## config.mk

```make
export PLATFORM = sky130hd
export DESIGN_NAME = ntt_stage_scheduler_flat
export DESIGN_NICKNAME = d
export VERILOG_FILES = /design/src/rtl/ntt_stage_scheduler_if.sv /design/src/rtl/ntt_stage_scheduler.sv /design/src/flat_wrapper.sv
export SDC_FILE = /design/constraint.sdc
export NUM_CORES = 1
export LEC_CHECK = 0
export ABC_AREA = 1
export ABC_CLOCK_PERIOD_IN_PS = 6800
export CAP_MARGIN = 20
export CELL_PAD_IN_SITES_DETAIL_PLACEMENT = 0
export CELL_PAD_IN_SITES_GLOBAL_PLACEMENT = 2
export CORE_AREA = 2 2 118 120
export CTS_BUF_LIST = sky130_fd_sc_hd__clkbuf_4
export DETAILED_ROUTE_END_ITERATION = 6
export DIE_AREA = 0 0 120 122
export PLACE_DENSITY_LB_ADDON = 0.1
export SYNTH_ARGS = -nofsm -noshare
export SYNTH_HDL_FRONTEND = slang
export SYNTH_SLANG_ARGS = --single-unit
```

## constraint.sdc

```tcl
create_clock -name clk -period 6.8 [get_ports clk]
set_clock_uncertainty 0.1 [all_clocks]
set_input_delay 1.36 -clock clk [delete_from_list [all_inputs] [get_ports clk]]
set_output_delay 1.36 -clock clk [all_outputs]
set_load 0.02 [all_outputs]
```

## src/rtl/ntt_stage_scheduler_if.sv

```systemverilog
// Scheduler <-> host / coefficient RAM / butterfly signal bundle.
// master = scheduler side, slave = host, RAM and butterfly side.
interface ntt_stage_scheduler_if #(
  parameter int N = 256
);
  localparam int AW = $clog2(N);

  logic          start;
  logic          hold;
  logic          busy;
  logic          done;
  logic          rd_en;
  logic [AW-1:0] rd_addr_a;
  logic [AW-1:0] rd_addr_b;
  logic [AW-2:0] zeta_idx;
  logic          bf_valid_in;
  logic          bf_valid_out;
  logic          wr_en;
  logic [AW-1:0] wr_addr_a;
  logic [AW-1:0] wr_addr_b;
  logic [2:0]    layer;
  logic          err;

  modport master (
    input  start, hold, bf_valid_out,
    output busy, done, rd_en, rd_addr_a, rd_addr_b, zeta_idx, bf_valid_in,
           wr_en, wr_addr_a, wr_addr_b, layer, err
  );

  modport slave (
    output start, hold, bf_valid_out,
    input  busy, done, rd_en, rd_addr_a, rd_addr_b, zeta_idx, bf_valid_in,
           wr_en, wr_addr_a, wr_addr_b, layer, err
  );
endinterface

```

## src/rtl/ntt_stage_scheduler.sv

```systemverilog
// Forward NTT layer/butterfly issue scheduler. Issues one butterfly pair
// read per cycle, drains each layer before the next (layers are data
// dependent), and carries read addresses down a delay line so write-back
// addresses line up with the butterfly output strobe.
module ntt_stage_scheduler #(
  parameter int N       = 256,
  parameter int MEM_LAT = 1,
  parameter int BF_LAT  = 3
) (
  input  logic                  clk,
  input  logic                  r,
  ntt_stage_scheduler_if.master bus
);
  localparam int AW   = $clog2(N);
  localparam int BW   = AW - 1;           // butterfly index width
  localparam int D    = MEM_LAT + BF_LAT; // issue -> write-back distance
  localparam int LAST = AW - 2;           // index of final layer

  localparam logic [1:0] S_IDLE  = 2'd0;
  localparam logic [1:0] S_ISSUE = 2'd1;
  localparam logic [1:0] S_DRAIN = 2'd2;
  localparam logic [1:0] S_DONE  = 2'd3;

  logic [1:0]    state_q, state_d;
  logic [BW-1:0] b_q, b_d, iss_b;
  logic [2:0]    layer_q, layer_d, iss_l;
  logic          busy_q, busy_d, done_q, done_d;
  logic          issue, err_q, err_clr, wr_en;
  logic [AW:0]   out_q, out_nxt;
  logic [BW-1:0] zeta_q;

  // Stage 0 holds the registered read strobe/addresses; stage D is write-back.
  logic [D:0]         vld_pipe;
  logic [D:0][AW-1:0] pa_pipe, pb_pipe;

  logic [AW-1:0] len_w, lo_m, bx, nxt_a, nxt_b;
  logic [BW-1:0] nxt_z;

  assign wr_en   = bus.bf_valid_out & busy_q;
  assign out_nxt = out_q + (AW+1)'(vld_pipe[0]) - (AW+1)'(wr_en);

  // Pair addresses and twiddle index for the butterfly about to issue.
  // a = 2*len*g + o is b with its group bits shifted up by one.
  always_comb begin
    len_w = AW'(N / 2) >> iss_l;
    lo_m  = len_w - AW'(1);
    bx    = {1'b0, iss_b};
    nxt_a = ((bx & ~lo_m) << 1) | (bx & lo_m);
    nxt_b = nxt_a | len_w;
    nxt_z = (BW'(1) << iss_l) | (iss_b >> (BW - int'(iss_l)));
  end

  // Next-state: issue sequencing, layer advance and completion.
  always_comb begin
    state_d = state_q;
    b_d     = b_q;
    layer_d = layer_q;
    busy_d  = busy_q;
    done_d  = 1'b0;
    issue   = 1'b0;
    iss_l   = layer_q;
    iss_b   = b_q;
    err_clr = 1'b0;
    case (state_q)
      S_IDLE: begin
        if (bus.start) begin
          state_d = S_ISSUE;
          busy_d  = 1'b1;
          layer_d = '0;
          b_d     = '0;
          err_clr = 1'b1;
        end
      end
      S_ISSUE: begin
        if (!bus.hold) begin
          issue = 1'b1;
          b_d   = b_q + BW'(1);
          if (b_q == BW'(N / 2 - 1)) state_d = S_DRAIN;
        end
      end
      S_DRAIN: begin
        if (out_nxt == '0) begin
          if (layer_q < 3'(LAST)) begin
            // Next layer starts on the same edge the last write retires.
            state_d = S_ISSUE;
            layer_d = layer_q + 3'd1;
            iss_l   = layer_q + 3'd1;
            iss_b   = '0;
            issue   = !bus.hold;
            b_d     = bus.hold ? BW'(0) : BW'(1);
          end else begin
            state_d = S_DONE;
            busy_d  = 1'b0;
            done_d  = 1'b1;
          end
        end
      end
      default: state_d = S_IDLE;
    endcase
  end

  // Control state and outstanding-butterfly counter.
  always_ff @(posedge clk or negedge r) begin
    if (!r) begin
      state_q <= S_IDLE;
      b_q     <= '0;
      layer_q <= '0;
      busy_q  <= 1'b0;
      done_q  <= 1'b0;
      out_q   <= '0;
    end else begin
      state_q <= state_d;
      b_q     <= b_d;
      layer_q <= layer_d;
      busy_q  <= busy_d;
      done_q  <= done_d;
      out_q   <= err_clr ? '0 : out_nxt;
    end
  end

  // Issue registers and the strobe/address delay line to write-back.
  always_ff @(posedge clk or negedge r) begin
    if (!r) begin
      vld_pipe <= '0;
      pa_pipe  <= '0;
      pb_pipe  <= '0;
      zeta_q   <= '0;
    end else begin
      vld_pipe <= {vld_pipe[D-1:0], issue};
      pa_pipe  <= {pa_pipe[D-1:0], issue ? nxt_a : pa_pipe[0]};
      pb_pipe  <= {pb_pipe[D-1:0], issue ? nxt_b : pb_pipe[0]};
      if (issue) zeta_q <= nxt_z;
    end
  end

  // Sticky flag: butterfly output strobe disagrees with our own delayed issue.
  always_ff @(posedge clk or negedge r) begin
    if (!r)                                                err_q <= 1'b0;
    else if (err_clr)                                      err_q <= 1'b0;
    else if (busy_q && (bus.bf_valid_out != vld_pipe[D]))  err_q <= 1'b1;
  end

  assign bus.busy        = busy_q;
  assign bus.done        = done_q;
  assign bus.rd_en       = vld_pipe[0];
  assign bus.rd_addr_a   = pa_pipe[0];
  assign bus.rd_addr_b   = pb_pipe[0];
  assign bus.zeta_idx    = zeta_q;
  assign bus.bf_valid_in = vld_pipe[MEM_LAT];
  assign bus.wr_en       = wr_en;
  assign bus.wr_addr_a   = pa_pipe[D];
  assign bus.wr_addr_b   = pb_pipe[D];
  assign bus.layer       = layer_q;
  assign bus.err         = err_q;
endmodule

```

## src/flat_wrapper.sv

```systemverilog
// flat-port wrapper written by rule: the top's interface ports become plain ports
module ntt_stage_scheduler_flat 
#(
  parameter int N       = 256,
  parameter int MEM_LAT = 1,
  parameter int BF_LAT  = 3
)
  (clk, r, bus_start, bus_hold, bus_bf_valid_out, bus_busy, bus_done, bus_rd_en, bus_rd_addr_a, bus_rd_addr_b, bus_zeta_idx, bus_bf_valid_in, bus_wr_en, bus_wr_addr_a, bus_wr_addr_b, bus_layer, bus_err);
  ntt_stage_scheduler_if #(.N(N)) bus_i ();
  input  logic clk;
  input  logic r;
  input wire logic [$bits(bus_i.start)-1:0] bus_start;
  input wire logic [$bits(bus_i.hold)-1:0] bus_hold;
  input wire logic [$bits(bus_i.bf_valid_out)-1:0] bus_bf_valid_out;
  output wire logic [$bits(bus_i.busy)-1:0] bus_busy;
  output wire logic [$bits(bus_i.done)-1:0] bus_done;
  output wire logic [$bits(bus_i.rd_en)-1:0] bus_rd_en;
  output wire logic [$bits(bus_i.rd_addr_a)-1:0] bus_rd_addr_a;
  output wire logic [$bits(bus_i.rd_addr_b)-1:0] bus_rd_addr_b;
  output wire logic [$bits(bus_i.zeta_idx)-1:0] bus_zeta_idx;
  output wire logic [$bits(bus_i.bf_valid_in)-1:0] bus_bf_valid_in;
  output wire logic [$bits(bus_i.wr_en)-1:0] bus_wr_en;
  output wire logic [$bits(bus_i.wr_addr_a)-1:0] bus_wr_addr_a;
  output wire logic [$bits(bus_i.wr_addr_b)-1:0] bus_wr_addr_b;
  output wire logic [$bits(bus_i.layer)-1:0] bus_layer;
  output wire logic [$bits(bus_i.err)-1:0] bus_err;
  assign bus_i.start = bus_start;
  assign bus_i.hold = bus_hold;
  assign bus_i.bf_valid_out = bus_bf_valid_out;
  assign bus_busy = bus_i.busy;
  assign bus_done = bus_i.done;
  assign bus_rd_en = bus_i.rd_en;
  assign bus_rd_addr_a = bus_i.rd_addr_a;
  assign bus_rd_addr_b = bus_i.rd_addr_b;
  assign bus_zeta_idx = bus_i.zeta_idx;
  assign bus_bf_valid_in = bus_i.bf_valid_in;
  assign bus_wr_en = bus_i.wr_en;
  assign bus_wr_addr_a = bus_i.wr_addr_a;
  assign bus_wr_addr_b = bus_i.wr_addr_b;
  assign bus_layer = bus_i.layer;
  assign bus_err = bus_i.err;
  ntt_stage_scheduler #(.N(N), .MEM_LAT(MEM_LAT), .BF_LAT(BF_LAT)) u_core (.clk(clk), .r(r), .bus(bus_i));
endmodule
```

==> summary.txt, run 1 <==
Distinct cells, synth = 40
Worst path slowest cell = clkdlybuf4s50_1
main area contributors after synthesis = dfrtp_1, nand2_1, inv_1
DIE AREA = 14600 um^2
via/cell ratio = 4.53
CP Launch Type = input pin
PD cells = 462 nW/um^2
FMAX = 207 MHz
largest net degree at the start of global routing = 66
RSZ-0062 raised after global routing = no
final setup vio count = 0
warnings from Yosys = 0
post-synthesis cell area = 5280 um^2
number of global-route vias before repair = 3439
CP peak stage delay = 0.43 ns
leakage = 3.01 nW
Vias = 3504
sequential cell area = 2900 um^2
Starting Density = 39.1%
FFs w/ async S/R, synth = 100%
number of flops mapped to enable cells by yosys = 0
nets@finish = 603
die extent in y = 122 um
I/O pins = 53
R2R Setup Slk = 2.85 ns
Worst EP arrival = 5.14 ns
ANT nets after route = 0
Die Wd = 120 um
n_diodes = 0
status = complete, no violations
row count = 43
Detailed Place HPWL = 7420 um
drt total wl = 10200 um
GRT Total Usage = 15.5%
CP Launch Point = bus_bf_valid_out
terminus of the critical flop-to-flop path = u_core.bus.rd_addr_b[7]
clock root cell = clkbuf_4
IR drop worst, VDD = 0.000210 V
Seq cells post-synth = 116
Synth area leader = dfrtp_1
sequential area share after synthesis = 55.0%
Iter 0 DRT Violations = 282
Setup TNS = 0 ns
crit path kind = input pin to flip-flop
worst slew pin tran = 0.800 ns
crit path capture = u_core.bus.rd_addr_b[7]
DRT Pass-1 Iters = 4
post-layout min period = 4.84 ns
global-route wire length before repair = 17500 um
gpl congestion = 0.830
Synth top area share = 55.0%
Reg2Reg Depth = 29
DRC = 0
crit path max fanout = 11
# fillers = 1312
period utilisation layout = 71.2%
initial antenna violation count = 0
CTS tree = done
Mapped Cells = 548
Post-synth top flop = dfrtp_1
Cell Count Post-Placement = 742
total grt overflow = 0
top post-synthesis cells by count = nand2_1, dfrtp_1, inv_1
Mean Syn Cell Area = 9.63 um^2
area taken by multi-input logic gates = 1770 um^2
Hold Path Stages = 0
Fin. Hold Viols = 0
most frequent cell after synthesis = nand2_1
reg2reg start = u_core.bus.busy
Max-Cap Viols = 0
Core ar. = 13500 um^2
clk sinks = 116
Crit path top cell by count = nand2_1
clk slew on worst S/H paths = 0.11 ns
Critical Path Sink Type = flip-flop
share of layout cells above drive strength 1 = 15.2%
Final Non-Filler Cells = 773
post-route cell area = 5980 um^2
dpl cell area = 5720 um^2
Resized cells post-CTS = 0
Hold WC Path Type = flip-flop to flip-flop
routed length per instance = 13.2 um
Post-CTS Setup Bufs = 0
area growth from synthesis to layout = 13.4%
Synth Net Count = 570
Hold Buf Count CTS = 0
Port Buffers = 52
CTS max path bufs = 2
Worst slew margin = 46.7%
H-tree lvl count = 4
worst endpoint required time = 7.10 ns
worst hold slack = 0.245 ns
TritonCTS buffer count = 17
max-slew violations = 0
worst skew pair latency = 0.51 ns
## cells in the final DEF (no fill, tap or decap), drive strengths merged, types with 6 or more instances in the layout
cell type / n
clkinv: 6
nand4: 7
a21oi: 28
o21ai: 21
clkbuf: 17
clkdlybuf4s50: 51
inv: 81
nand2: 147
ha: 16
nand3: 33
nor2: 39
dfrtp: 116
## worst max-delay path: cells and delay by family
kind / cells / cell delay (ns)
AND/OR/NAND/NOR: 21 / 1.86
buffers and inverters: 4 / 0.67
adder cells (fa/ha/maj): 4 / 1.17
AO/OA/AOI/OAI: 1 / 0.07
## worst min-delay path by stage
stage                        from                 endpoint  slack [ns]
2_1_floorplan  u_core.pa_pipe[24]  u_core.bus.wr_addr_a[0]        0.23
3_3_place_gp   u_core.pa_pipe[23]       u_core.pa_pipe[31]        0.23
3_5_place_dp   u_core.pa_pipe[16]       u_core.pa_pipe[24]        0.23
4_1_cts        u_core.pa_pipe[10]       u_core.pa_pipe[18]        0.25
5_1_grt        u_core.pb_pipe[22]       u_core.pb_pipe[30]        0.26
6_report       u_core.pa_pipe[10]       u_core.pa_pipe[18]        0.25
## report_power, final
| part | internal, W | leakage, nW | switching [W] |
|---|---|---|---|
| sequential | 0.000941 | 1.46 | 0.000111 |
| clock | 0.000183 | 0.126 | 0.000274 |
| combinational | 0.000466 | 1.42 | 0.000790 |
## registers in the layout, indices dropped and copies added (netlist names)
register and cells:
u_core.bus.err 1, u_core.bus.busy 1, u_core.state_q 2, u_core.bus.rd_addr_a 8, u_core.out_q 9, u_core.bus.zeta_idx 7, u_core.bus.layer 3, u_core.b_q 7
u_core.bus.wr_addr_a 8, u_core.pb_pipe 24, u_core.bus.done 1, u_core.pa_pipe 24, u_core.bus.wr_addr_b 8, u_core.vld_pipe 5, u_core.bus.rd_addr_b 8
## cell type report
type | instances | area share [%]
sequential | 116 | 48.5
multi-input combinational | 314 | 29.6
timing repair buffer | 53 | 8.79
inverter | 79 | 4.96
tap | 180 | 3.77
clock inverter | 14 | 2.20
clock buffer | 17 | 2.13
## cells by family (layout without fill, tap and decap cells)
family / after synthesis / after routing / share of synthesized area [%]
simple gates: 235 / 235 / 22.5
buf+inv: 118 / 163 / 11.4
flops: 116 / 116 / 55.0
compound gates: 59 / 59 / 6.43
fa+ha+maj: 17 / 17 / 4.17
xor+xnor: 3 / 3 / 0.498
## through the flow
step	total power (W)	utilization [%]	setup WS, ns
floorplan	0.00204	-	2.18
global placement	0.00234	42.4	1.48
detailed placement	0.00234	42.4	1.40
CTS	0.00282	44.3	1.98
global route	0.00300	44.3	1.68
finish	0.00276	44.3	1.96
## per-layer routing
| layer | vias to the layer above | GRT usage (%) | share of wire [%] |
|---|---|---|---|
| li1 | 1761 | - | - |
| met1 | 1664 | 21.2 | 49 |
| met2 | 69 | 23.0 | 45 |
| met3 | 10 | 5.38 | 4.3 |
| met4 | 0 | 5.07 | 1.3 |
| met5 | - | 0 | 0 |
(Power assumes the default switching activity.)
==> run 2, diff against run 1 <==
ABC_CLOCK_PERIOD_IN_PS = 4600   (was 6800)
CORE_AREA = 2 2 123 125   (was 2 2 118 120)
DIE_AREA = 0 0 125 127   (was 0 0 120 122)
clock period = 4.6 ns   (was 6.8 ns; I/O delays follow)
==> summary.txt, run 2 (same netlist as run 1, synthesis figures left out) <==
worst endpoint required time = 4.92 ns
# fillers = 1414
worst hold slack = 0.251 ns
max-slew violations = 0
n_diodes = 0
I/O pins = 53
H-tree lvl count = 4
Crit path top cell by count = nand2_1
commonest non-fill, non-tap cells in the layout = nand2_1, dfrtp_1, inv_1, clkdlybuf4s50_1, nor2_1
status = complete, no violations
CP peak stage delay = 0.42 ns
crit path kind = input pin to flip-flop
Worst slew margin = 59.9%
Fin. Hold Viols = 0
Port Buffers = 52
Worst path slowest cell = clkdlybuf4s50_1
Max-Cap Viols = 0
Hold Path Stages = 0
combinational share of power = 44.9%
RSZ-0062 raised after global routing = no
Worst EP arrival = 4.47 ns
Reg2Reg Depth = 22
R2R Setup Slk = 0.86 ns
Sw Ratio = 42.2%
worst slew pin tran = 0.602 ns
Cell Count Post-Placement = 766
CTS max path bufs = 2
total grt overflow = 0
die extent in y = 127 um
FMAX = 241 MHz
worst skew pair latency = 0.52 ns
Starting Density = 36.6%
Core ar. = 14400 um^2
DRT Pass-1 Iters = 4
terminus of the critical flop-to-flop path = u_core.bus.rd_addr_b[2]
reg2reg start = u_core.bus.busy
ANT nets after route = 0
final setup vio count = 0
clock root cell = clkbuf_4
largest net degree at the start of global routing = 45
via/cell ratio = 4.40
HP Start = u_core.pa_pipe[27]
TritonCTS buffer count = 17
leakage = 3.15 nW
Resized cells post-CTS = 0
GRT Total Usage = 14.6%
routed length per instance = 13.5 um
Hold WC Path Type = flip-flop to flip-flop
number of global-route vias before repair = 3588
CP Cell Sequence = clkdlybuf4s50_1, nand2_1, inv_1, ha_1, inv_1, ha_1, fa_1, xor2_1, nor3_2, nand3_4, nor2_8, nand2_4, nand2_2, nand2_1, nand2_1, nand2_2, nor2_4, nand2_1, ha_1, a21oi_1, o211ai_1, o21ai_0, inv_1
Iter 0 DRT Violations = 172
gpl congestion = 0.811
clk slew on worst S/H paths = 0.13 ns
Seq pwr share = 36.3%
top flop regs = u_core.pa_pipe x24, u_core.pb_pipe x24, u_core.out_q x9
CP Launch Type = input pin
IR drop worst, VDD = 0.000370 V
Int Pwr = 0.00248 W
Detailed Place HPWL = 7910 um
Hold Buf Count CTS = 0
Die Wd = 125 um
global-route wire length before repair = 18100 um
crit path max fanout = 5
clk sinks = 116
Post-CTS Setup Bufs = 0
DRC = 0
drt total wl = 10800 um
row count = 44
clock power share = 18.8%
Critical Path Sink Type = flip-flop
period utilisation layout = 90.1%
PD cells = 694 nW/um^2
sw power = 0.00182 W
share of layout cells above drive strength 1 = 18.2%
commonest non-fill, non-tap cell in the layout = nand2_1
post-layout min period = 4.14 ns
Vias = 3512
initial antenna violation count = 0
DIE AREA = 15900 um^2
CTS tree = done
nets@finish = 623
area growth from synthesis to layout = 17.4%
Final Non-Filler Cells = 798
endpoint of the worst hold-timing path = u_core.bus.wr_addr_a[3]
-- run 2: cell types whose count changed in the layout (fill, tap and decap cells not counted), sizes merged --
| cell | change |
|---|---|
| buf | +20 |
| inv | +7 |
| clkinvlp | -4 |
| clkinv | -3 |
| bufinv | +1 |
-- run 2: area by class of cell --
type                            count  area (um^2)  area share (%)
Clock buffer                       17          128            2.06
Sequential cell                   116         2900            46.9
Multi-Input combinational cell    314         1770            28.6
Clock inverter                     15          188            3.03
Timing Repair Buffer               73          676            10.9
Inverter                           79          297            4.79
Tap cell                          184          230            3.72
-- run 2: how the worst max path moves through the flow --
stage,start,to,slack (ns),cells past startpoint
floorplan,bus_bf_valid_out,u_core.bus.rd_addr_b[7],0.42,27
global placement,bus_bf_valid_out,u_core.bus.rd_addr_b[3],0.08,25
detailed placement,bus_bf_valid_out,u_core.bus.rd_addr_b[2],-0.07,23
CTS,bus_bf_valid_out,u_core.bus.rd_addr_b[2],0.53,23
global route,bus_bf_valid_out,u_core.bus.rd_addr_b[3],0.22,25
finish,bus_bf_valid_out,u_core.bus.rd_addr_b[2],0.46,23
-- run 2: stage by stage --
step           setup TNS (ns)  setup WS, ns  power, W  utilization [%]  area (um^2)
2_1_floorplan               0         0.416   0.00302                -         5280
3_3_place_gp                0        0.0838   0.00353             40.7         5880
3_5_place_dp           -0.223       -0.0704   0.00354             40.7         5880
4_1_cts                     0         0.532   0.00438             42.9         6190
5_1_grt                     0         0.217   0.00466             42.9         6190
6_report                    0         0.456   0.00430             42.9         6190
-- run 2: power groups by stage --
| stage | sequential [W] | combinational, W | clock, W |
|---|---|---|---|
| after CTS | 0.00157 | 0.00196 | 0.000845 |
| after global placement | 0.00158 | 0.00195 | 0 |
| final | 0.00156 | 0.00193 | 0.000808 |
| after floorplan | 0.00156 | 0.00145 | 0 |
| after global routing | 0.00161 | 0.00217 | 0.000891 |
| after detailed placement | 0.00159 | 0.00195 | 0 |
-- run 2: layer usage --
metal	up-vias	global-route usage (%)	share of wire, %
met1	1631	19.1	50
met2	59	22.5	45
li1	1806	-	-
met5	-	0	0
met4	0	6.54	2.2
met3	16	4.36	3.2
-- run 2: critical path: cells and delay by family --
kind | cells | cell delay, ns
xor+xnor | 1 | 0.20
compound gates | 3 | 0.43
fa+ha+maj | 4 | 1.19
buf+inv | 4 | 0.56
simple gates | 11 | 1.16
